==> src/rtl/sd_access_sched_if.sv <==
// sd_access_sched_if: requester side and SD engine side
// signals of the SD access scheduler in one bundle.
interface sd_access_sched_if;
    logic [1:0]  req;
    logic [1:0]  req_wr;
    logic [31:0] req_addr0;
    logic [31:0] req_addr1;
    logic [1:0]  gnt;
    logic [1:0]  done;
    logic        err;
    logic        sd_init;
    logic        init_ok;
    logic        blk_start;
    logic        blk_wr;
    logic [31:0] blk_addr;
    logic        blk_done;
    logic        blk_err;
    logic        sd_ready;
    logic        init_fail;

    modport master (
        output req, req_wr, req_addr0, req_addr1,
        output init_ok, blk_done, blk_err,
        input  gnt, done, err, sd_init, blk_start,
        input  blk_wr, blk_addr, sd_ready, init_fail
    );

    modport slave (
        input  req, req_wr, req_addr0, req_addr1,
        input  init_ok, blk_done, blk_err,
        output gnt, done, err, sd_init, blk_start,
        output blk_wr, blk_addr, sd_ready, init_fail
    );
endinterface

==> src/rtl/sd_access_sched.sv <==
// sd_access_sched: SD card bring-up sequencer with retry, and
// round-robin single-block op arbiter for two requesters.
module sd_access_sched #(
    parameter int INIT_TMO   = 100000,
    parameter int INIT_RETRY = 3,
    parameter int OP_TMO     = 500000
) (
    input  logic             clk,
    input  logic             rst_n,
    sd_access_sched_if.slave bus
);

    localparam int MAXT = (INIT_TMO > OP_TMO) ? INIT_TMO : OP_TMO;
    localparam int TW   = $clog2(MAXT);
    localparam int CW   = (INIT_RETRY > 1) ? $clog2(INIT_RETRY) : 1;

    localparam logic [TW-1:0] INIT_LAST = TW'(INIT_TMO - 1);
    localparam logic [TW-1:0] OP_LAST   = TW'(OP_TMO - 1);
    localparam logic [CW-1:0] TRY_LAST  = CW'(INIT_RETRY - 1);

    typedef enum logic [2:0] {
        RST, INIT, IWAIT, READY, ISSUE, BUSY, FAIL
    } state_t;

    state_t        state, state_nx;
    logic [TW-1:0] timer, timer_nx;
    logic [CW-1:0] rcnt, rcnt_nx;
    logic          rr, rr_nx;
    logic          win, win_nx;
    logic          wr_q, wr_nx;
    logic [31:0]   addr_q, addr_nx;
    logic          pick;
    logic          fin;

    // Winner: round-robin pointer on contention, else the lone requester
    always_comb begin
        pick = (bus.req == 2'b11) ? rr : bus.req[1];
    end

    // State and op-context registers
    always_ff @(posedge clk or negedge rst_n) begin
        if (!rst_n) begin
            state  <= RST;
            timer  <= '0;
            rcnt   <= '0;
            rr     <= 1'b0;
            win    <= 1'b0;
            wr_q   <= 1'b0;
            addr_q <= '0;
        end else begin
            state  <= state_nx;
            timer  <= timer_nx;
            rcnt   <= rcnt_nx;
            rr     <= rr_nx;
            win    <= win_nx;
            wr_q   <= wr_nx;
            addr_q <= addr_nx;
        end
    end

    // Next state, timers, arbitration and completion pulse
    always_comb begin
        state_nx = state;
        timer_nx = timer;
        rcnt_nx  = rcnt;
        rr_nx    = rr;
        win_nx   = win;
        wr_nx    = wr_q;
        addr_nx  = addr_q;
        fin      = 1'b0;
        bus.err  = 1'b0;
        unique case (state)
            RST: state_nx = INIT;
            INIT: begin
                timer_nx = '0;
                state_nx = IWAIT;
            end
            IWAIT: begin
                timer_nx = timer + 1'b1;
                if (bus.init_ok) begin
                    rcnt_nx  = '0;
                    state_nx = READY;
                end else if (timer == INIT_LAST) begin
                    rcnt_nx  = rcnt + 1'b1;
                    state_nx = (rcnt == TRY_LAST) ? FAIL : INIT;
                end
            end
            READY: begin
                if (!bus.init_ok) begin
                    state_nx = INIT;
                end else if (bus.req != 2'b00) begin
                    win_nx   = pick;
                    rr_nx    = ~pick;
                    wr_nx    = bus.req_wr[pick];
                    addr_nx  = pick ? bus.req_addr1 : bus.req_addr0;
                    state_nx = ISSUE;
                end
            end
            ISSUE: begin
                timer_nx = '0;
                state_nx = BUSY;
            end
            BUSY: begin
                timer_nx = timer + 1'b1;
                if (bus.blk_done) begin
                    fin      = 1'b1;
                    bus.err  = bus.blk_err;
                    state_nx = READY;
                end else if (timer == OP_LAST) begin
                    // Engine hung: report failure and re-init the card
                    fin      = 1'b1;
                    bus.err  = 1'b1;
                    rcnt_nx  = '0;
                    state_nx = INIT;
                end
            end
            FAIL: state_nx = FAIL;
            default: state_nx = RST;
        endcase
    end

    // State-decoded outputs; op context held from issue to done
    always_comb begin
        bus.gnt = 2'b00;
        if (state == ISSUE || state == BUSY) begin
            bus.gnt = win ? 2'b10 : 2'b01;
        end
        bus.done      = fin ? bus.gnt : 2'b00;
        bus.sd_init   = (state == INIT);
        bus.blk_start = (state == ISSUE);
        bus.sd_ready  = (state == READY) || (state == ISSUE) ||
                        (state == BUSY);
        bus.init_fail = (state == FAIL);
        bus.blk_wr    = wr_q;
        bus.blk_addr  = addr_q;
    end

endmodule

==> src/flat_wrapper.sv <==
// flat-port wrapper written by rule: the top's interface ports become plain ports
module sd_access_sched_flat 
#(
    parameter int INIT_TMO   = 100000,
    parameter int INIT_RETRY = 3,
    parameter int OP_TMO     = 500000
)
  (clk, rst_n, bus_req, bus_req_wr, bus_req_addr0, bus_req_addr1, bus_init_ok, bus_blk_done, bus_blk_err, bus_gnt, bus_done, bus_err, bus_sd_init, bus_blk_start, bus_blk_wr, bus_blk_addr, bus_sd_ready, bus_init_fail);
  sd_access_sched_if bus_i ();
  input  logic clk;
  input  logic rst_n;
  input wire logic [$bits(bus_i.req)-1:0] bus_req;
  input wire logic [$bits(bus_i.req_wr)-1:0] bus_req_wr;
  input wire logic [$bits(bus_i.req_addr0)-1:0] bus_req_addr0;
  input wire logic [$bits(bus_i.req_addr1)-1:0] bus_req_addr1;
  input wire logic [$bits(bus_i.init_ok)-1:0] bus_init_ok;
  input wire logic [$bits(bus_i.blk_done)-1:0] bus_blk_done;
  input wire logic [$bits(bus_i.blk_err)-1:0] bus_blk_err;
  output wire logic [$bits(bus_i.gnt)-1:0] bus_gnt;
  output wire logic [$bits(bus_i.done)-1:0] bus_done;
  output wire logic [$bits(bus_i.err)-1:0] bus_err;
  output wire logic [$bits(bus_i.sd_init)-1:0] bus_sd_init;
  output wire logic [$bits(bus_i.blk_start)-1:0] bus_blk_start;
  output wire logic [$bits(bus_i.blk_wr)-1:0] bus_blk_wr;
  output wire logic [$bits(bus_i.blk_addr)-1:0] bus_blk_addr;
  output wire logic [$bits(bus_i.sd_ready)-1:0] bus_sd_ready;
  output wire logic [$bits(bus_i.init_fail)-1:0] bus_init_fail;
  assign bus_i.req = bus_req;
  assign bus_i.req_wr = bus_req_wr;
  assign bus_i.req_addr0 = bus_req_addr0;
  assign bus_i.req_addr1 = bus_req_addr1;
  assign bus_i.init_ok = bus_init_ok;
  assign bus_i.blk_done = bus_blk_done;
  assign bus_i.blk_err = bus_blk_err;
  assign bus_gnt = bus_i.gnt;
  assign bus_done = bus_i.done;
  assign bus_err = bus_i.err;
  assign bus_sd_init = bus_i.sd_init;
  assign bus_blk_start = bus_i.blk_start;
  assign bus_blk_wr = bus_i.blk_wr;
  assign bus_blk_addr = bus_i.blk_addr;
  assign bus_sd_ready = bus_i.sd_ready;
  assign bus_init_fail = bus_i.init_fail;
  sd_access_sched #(.INIT_TMO(INIT_TMO), .INIT_RETRY(INIT_RETRY), .OP_TMO(OP_TMO)) u_core (.clk(clk), .rst_n(rst_n), .bus(bus_i));
endmodule
==> config.mk <==
export PLATFORM = sky130hd
export DESIGN_NAME = sd_access_sched_flat
export DESIGN_NICKNAME = d
export VERILOG_FILES = /design/src/rtl/sd_access_sched_if.sv /design/src/rtl/sd_access_sched.sv /design/src/flat_wrapper.sv
export SDC_FILE = /design/constraint.sdc
export NUM_CORES = 1
export LEC_CHECK = 0
export ABC_AREA = 1
export CORE_MARGIN = 5
export CORE_UTILIZATION = 45
export CTS_BUF_LIST = sky130_fd_sc_hd__clkbuf_16
export CTS_CLUSTER_SIZE = 25
export DETAILED_ROUTE_END_ITERATION = 12
export GPL_TIMING_DRIVEN = 0
export HOLD_SLACK_MARGIN = 0.08
export PLACE_DENSITY = 0.79
export SLEW_MARGIN = 30
export SYNTH_ARGS = -nofsm -noshare
export SYNTH_HDL_FRONTEND = slang
export SYNTH_SLANG_ARGS = --single-unit
==> constraint.sdc <==
create_clock -name clk -period 1.75 [get_ports clk]
set_clock_uncertainty 0.05 [all_clocks]
set_input_delay 0.35 -clock clk [delete_from_list [all_inputs] [get_ports clk]]
set_output_delay 0.35 -clock clk [all_outputs]
set_load 0.01 [all_outputs]
==> results.json <==
{
  "antenna_found_initial": 0,
  "seq_area_mm2": 0.00148,
  "cp.arrival_ns": 1.60,
  "port_buffers": 114,
  "ys.flop_type": "dfrtp_1",
  "vias_per_cell": 5.20,
  "clk_path_buf_depth": 2,
  "fmax_mhz": 501,
  "drt-wirelength-per-cell_um": 15.4,
  "slowest_delay_ns": 0.40,
  "htree_levels": 3,
  "period_share_pct": 114,
  "drtIter0Drc": 245,
  "core_mm2": 0.00683,
  "diodes": 0,
  "tightest_slew_ns": 0.409,
  "rsz0062_at_grt": "true",
  "multi_input_area_mm2": 0.00153,
  "synth-seq-area-share_pct": 46.5,
  "crit_chain": "nor2_2 -> nand2_1 -> nor2_4 -> nand3_2 -> nand2_1 -> nand2_2 -> nor2_1 -> buf_2",
  "cts_tree": "yes",
  "violations": "setup timing",
  "cp_slowest_cell": "dfrtp_1",
  "fp.dieH_um": 94.0,
  "ant_nets": 0,
  "vdd_drop_max_v": 0.000691,
  "fillers": 528,
  "setup-violations-final": 3,
  "dieArea_mm2": 0.00883,
  "grt_pass1_wl_um": 16100,
  "clkTransAtPathRegs_ns": 0.05,
  "endpoint_kind": "primary output",
  "yosysUniqueCellTypes": 30,
  "cts_sinks": 59,
  "ios": 115,
  "required_ns": 1.35,
  "area_growth_pct": 58.3,
  "hold_viol": 0,
  "fin_nets": 639,
  "yosysWarnings": 0,
  "fp-row-count": 30,
  "synth_area_mm2": 0.00317,
  "final-max-slew-violation-count": 0,
  "firstDrtPassIters": 4,
  "synth_most_common_cell": "nand3_1",
  "drt_drc_violations_left": 0,
  "design_area_mm2": 0.00502,
  "track_usage_pct": 23.2,
  "wirelength_um": 10200,
  "yosys.area.top_type": "dfrtp_1",
  "worstSetupPathType": "register to primary output",
  "synth.avg_cell_area_um2": 7.65,
  "max-cap-violations": 0,
  "cp_common_cell": "nand2_1",
  "status": "finished, violations left",
  "insertion_delay_ns": 0.32,
  "whs_ns": 0.415,
  "dpl-instance-area_mm2": 0.00445,
  "cts_root_buffer": "clkbuf_16",
  "start_util_pct": 46.5,
  "syn_inst": 415,
  "utilization_pct": 73.6,
  "hold_class": "register to register",
  "ys_seq_elements": 59,
  "dp_hpwl_um": 7250,
  "ys_async_sr_fraction_pct": 100,
  "grt_pass1_vias": 3337,
  "p_per_area_mw_per_mm2": 1400,
  "synth_top_area_share_pct": 46.5,
  "cp_max_fo": 3,
  "place.gp.congestion": 0.904,
  "synth-edff-count": 0,
  "grt.overflow.total": 0,
  "die_x_um": 94.0,
  "finalCriticalPeriod_ns": 2.00,
  "drive_above_1_share_pct": 17.4,
  "relSlewSlack_pct": 72.7,
  "grt_max_degree": 34,
  "start_kind": "register",
  "cts_inserted_buffers": 9,
  "syn-num-nets": 490,
  "power.leakage_nw": 2.32,
  "via_count": 3455,
  "yosys-top-cells-area": "dfrtp_1 (47%), nand3_1 (19%), nand2_1 (9.7%)",
  "ys_top_cells_by_count": "nand3_1 (120), nand2_1 (82), dfrtp_1 (59)",
  "setup_slack_ns": -0.246
}
==> cell type report <==
class	count	area share [%]
inverters	41	3.06
plain buffers	17	2.37
clock inverters	7	2.12
flip-flops and latches	59	29.4
clock buffers	9	4.48
multi-input cells	298	30.4
well taps	96	2.39
repair buffers	138	25.8
==> placed cells by master, fill, tap and decap left out, types with 2 or more instances in the layout <==
cell type          n
nand3_1          117
clkdlybuf4s50_1  103
nand2_1           80
dfrtp_1           57
inv_1             33
buf_4             27
nor2_1            24
o21ai_0           15
clkbuf_2          10
clkbuf_16          9
inv_2              8
nor2_2             8
a21oi_1            8
o21ai_1            8
nor2_4             6
buf_2              6
nand2_2            4
nand3_2            4
buf_6              4
nand4_1            4
nor3_1             4
bufinv_16          3
clkinv_1           3
o21bai_1           2
dfrtp_2            2
==> stage by stage <==
step | instances | worst slack (ns) | power, mW | TNS, ns
after global routing | 665 | -0.334 | 7.45 | -0.987
final | 665 | -0.246 | 7.01 | -0.696
after global placement | 625 | -1.64 | 4.77 | -107.90
after floorplan | 415 | 0.161 | 3.48 | 0
after CTS | 657 | -0.239 | 6.95 | -0.677
after detailed placement | 626 | -0.510 | 4.86 | -12.14
==> worst paths after layout <==
check | from | end | slack (ns) | depth (start not counted)
worst max-delay path | u_core.timer[14]$_DFFE_PN0P_ | bus_err | -0.25 | 8
worst min-delay path | u_core.timer[18]$_DFFE_PN0P_ | u_core.timer[18]$_DFFE_PN0P_ | 0.41 | 1
worst max register to register | u_core.state[0]$_DFFE_PN0P_ | u_core.bus.blk_addr[14]$_DFFE_PN0P_ | 0.10 | 9
worst min register to register | u_core.timer[18]$_DFFE_PN0P_ | u_core.timer[18]$_DFFE_PN0P_ | 0.41 | 1
max in group asynchronous | rst_n | u_core.timer[5]$_DFFE_PN0P_ | 0.71 | 3
min in group asynchronous | rst_n | u_core.timer[13]$_DFFE_PN0P_ | 0.43 | 2
==> flip-flops by register name, indices dropped and copies added (netlist names) <==
name                 cells
u_core.state             3
u_core.bus.blk_wr        1
u_core.win               1
u_core.bus.blk_addr     32
u_core.timer            19
u_core.rr                1
u_core.rcnt              2
==> timing repair <==
item	4_1_cts	5_1_grt
hold endpoints to repair	26	0
setup endpoints to repair	20	49
hold buffers	1	0
cloned	0	0
gates resized for setup	38	32
pin swaps	5	7
setup buffers	14	8
==> routing by layer <==
layer / vias up / part of all wire [%] / global-route usage (%)
li1: 1694 / - / -
met1: 1604 / 39 / 28.8
met2: 132 / 51 / 38.0
met3: 25 / 6.4 / 5.69
met4: 0 / 3.2 / 10.1
met5: - / 0 / 0
==> cells by family after synthesis <==
logic type | share of synthesized area, %
simple gates | 36.7
fa+ha+maj | 0.788
compound gates | 7.65
buf+inv | 8.36
flops | 46.5
==> report_power, final <==
part / switching, mW / leakage (nW) / total (mW) / internal [mW]
Sequential: 0.292 / 0.763 / 2.11 / 1.82
Clock: 0.606 / 0.162 / 1.98 / 1.37
Combinational: 1.51 / 1.40 / 2.92 / 1.42
Total: 2.40 / 2.32 / 7.01 / 4.61
==> worst max-delay path: cells and delay by family (launching register included) <==
family                 cells  cell delay, ns
buffers and inverters      1            0.13
DFF                        1            0.40
and+or+nand+nor            7            0.74
(Power assumes the default switching activity.)
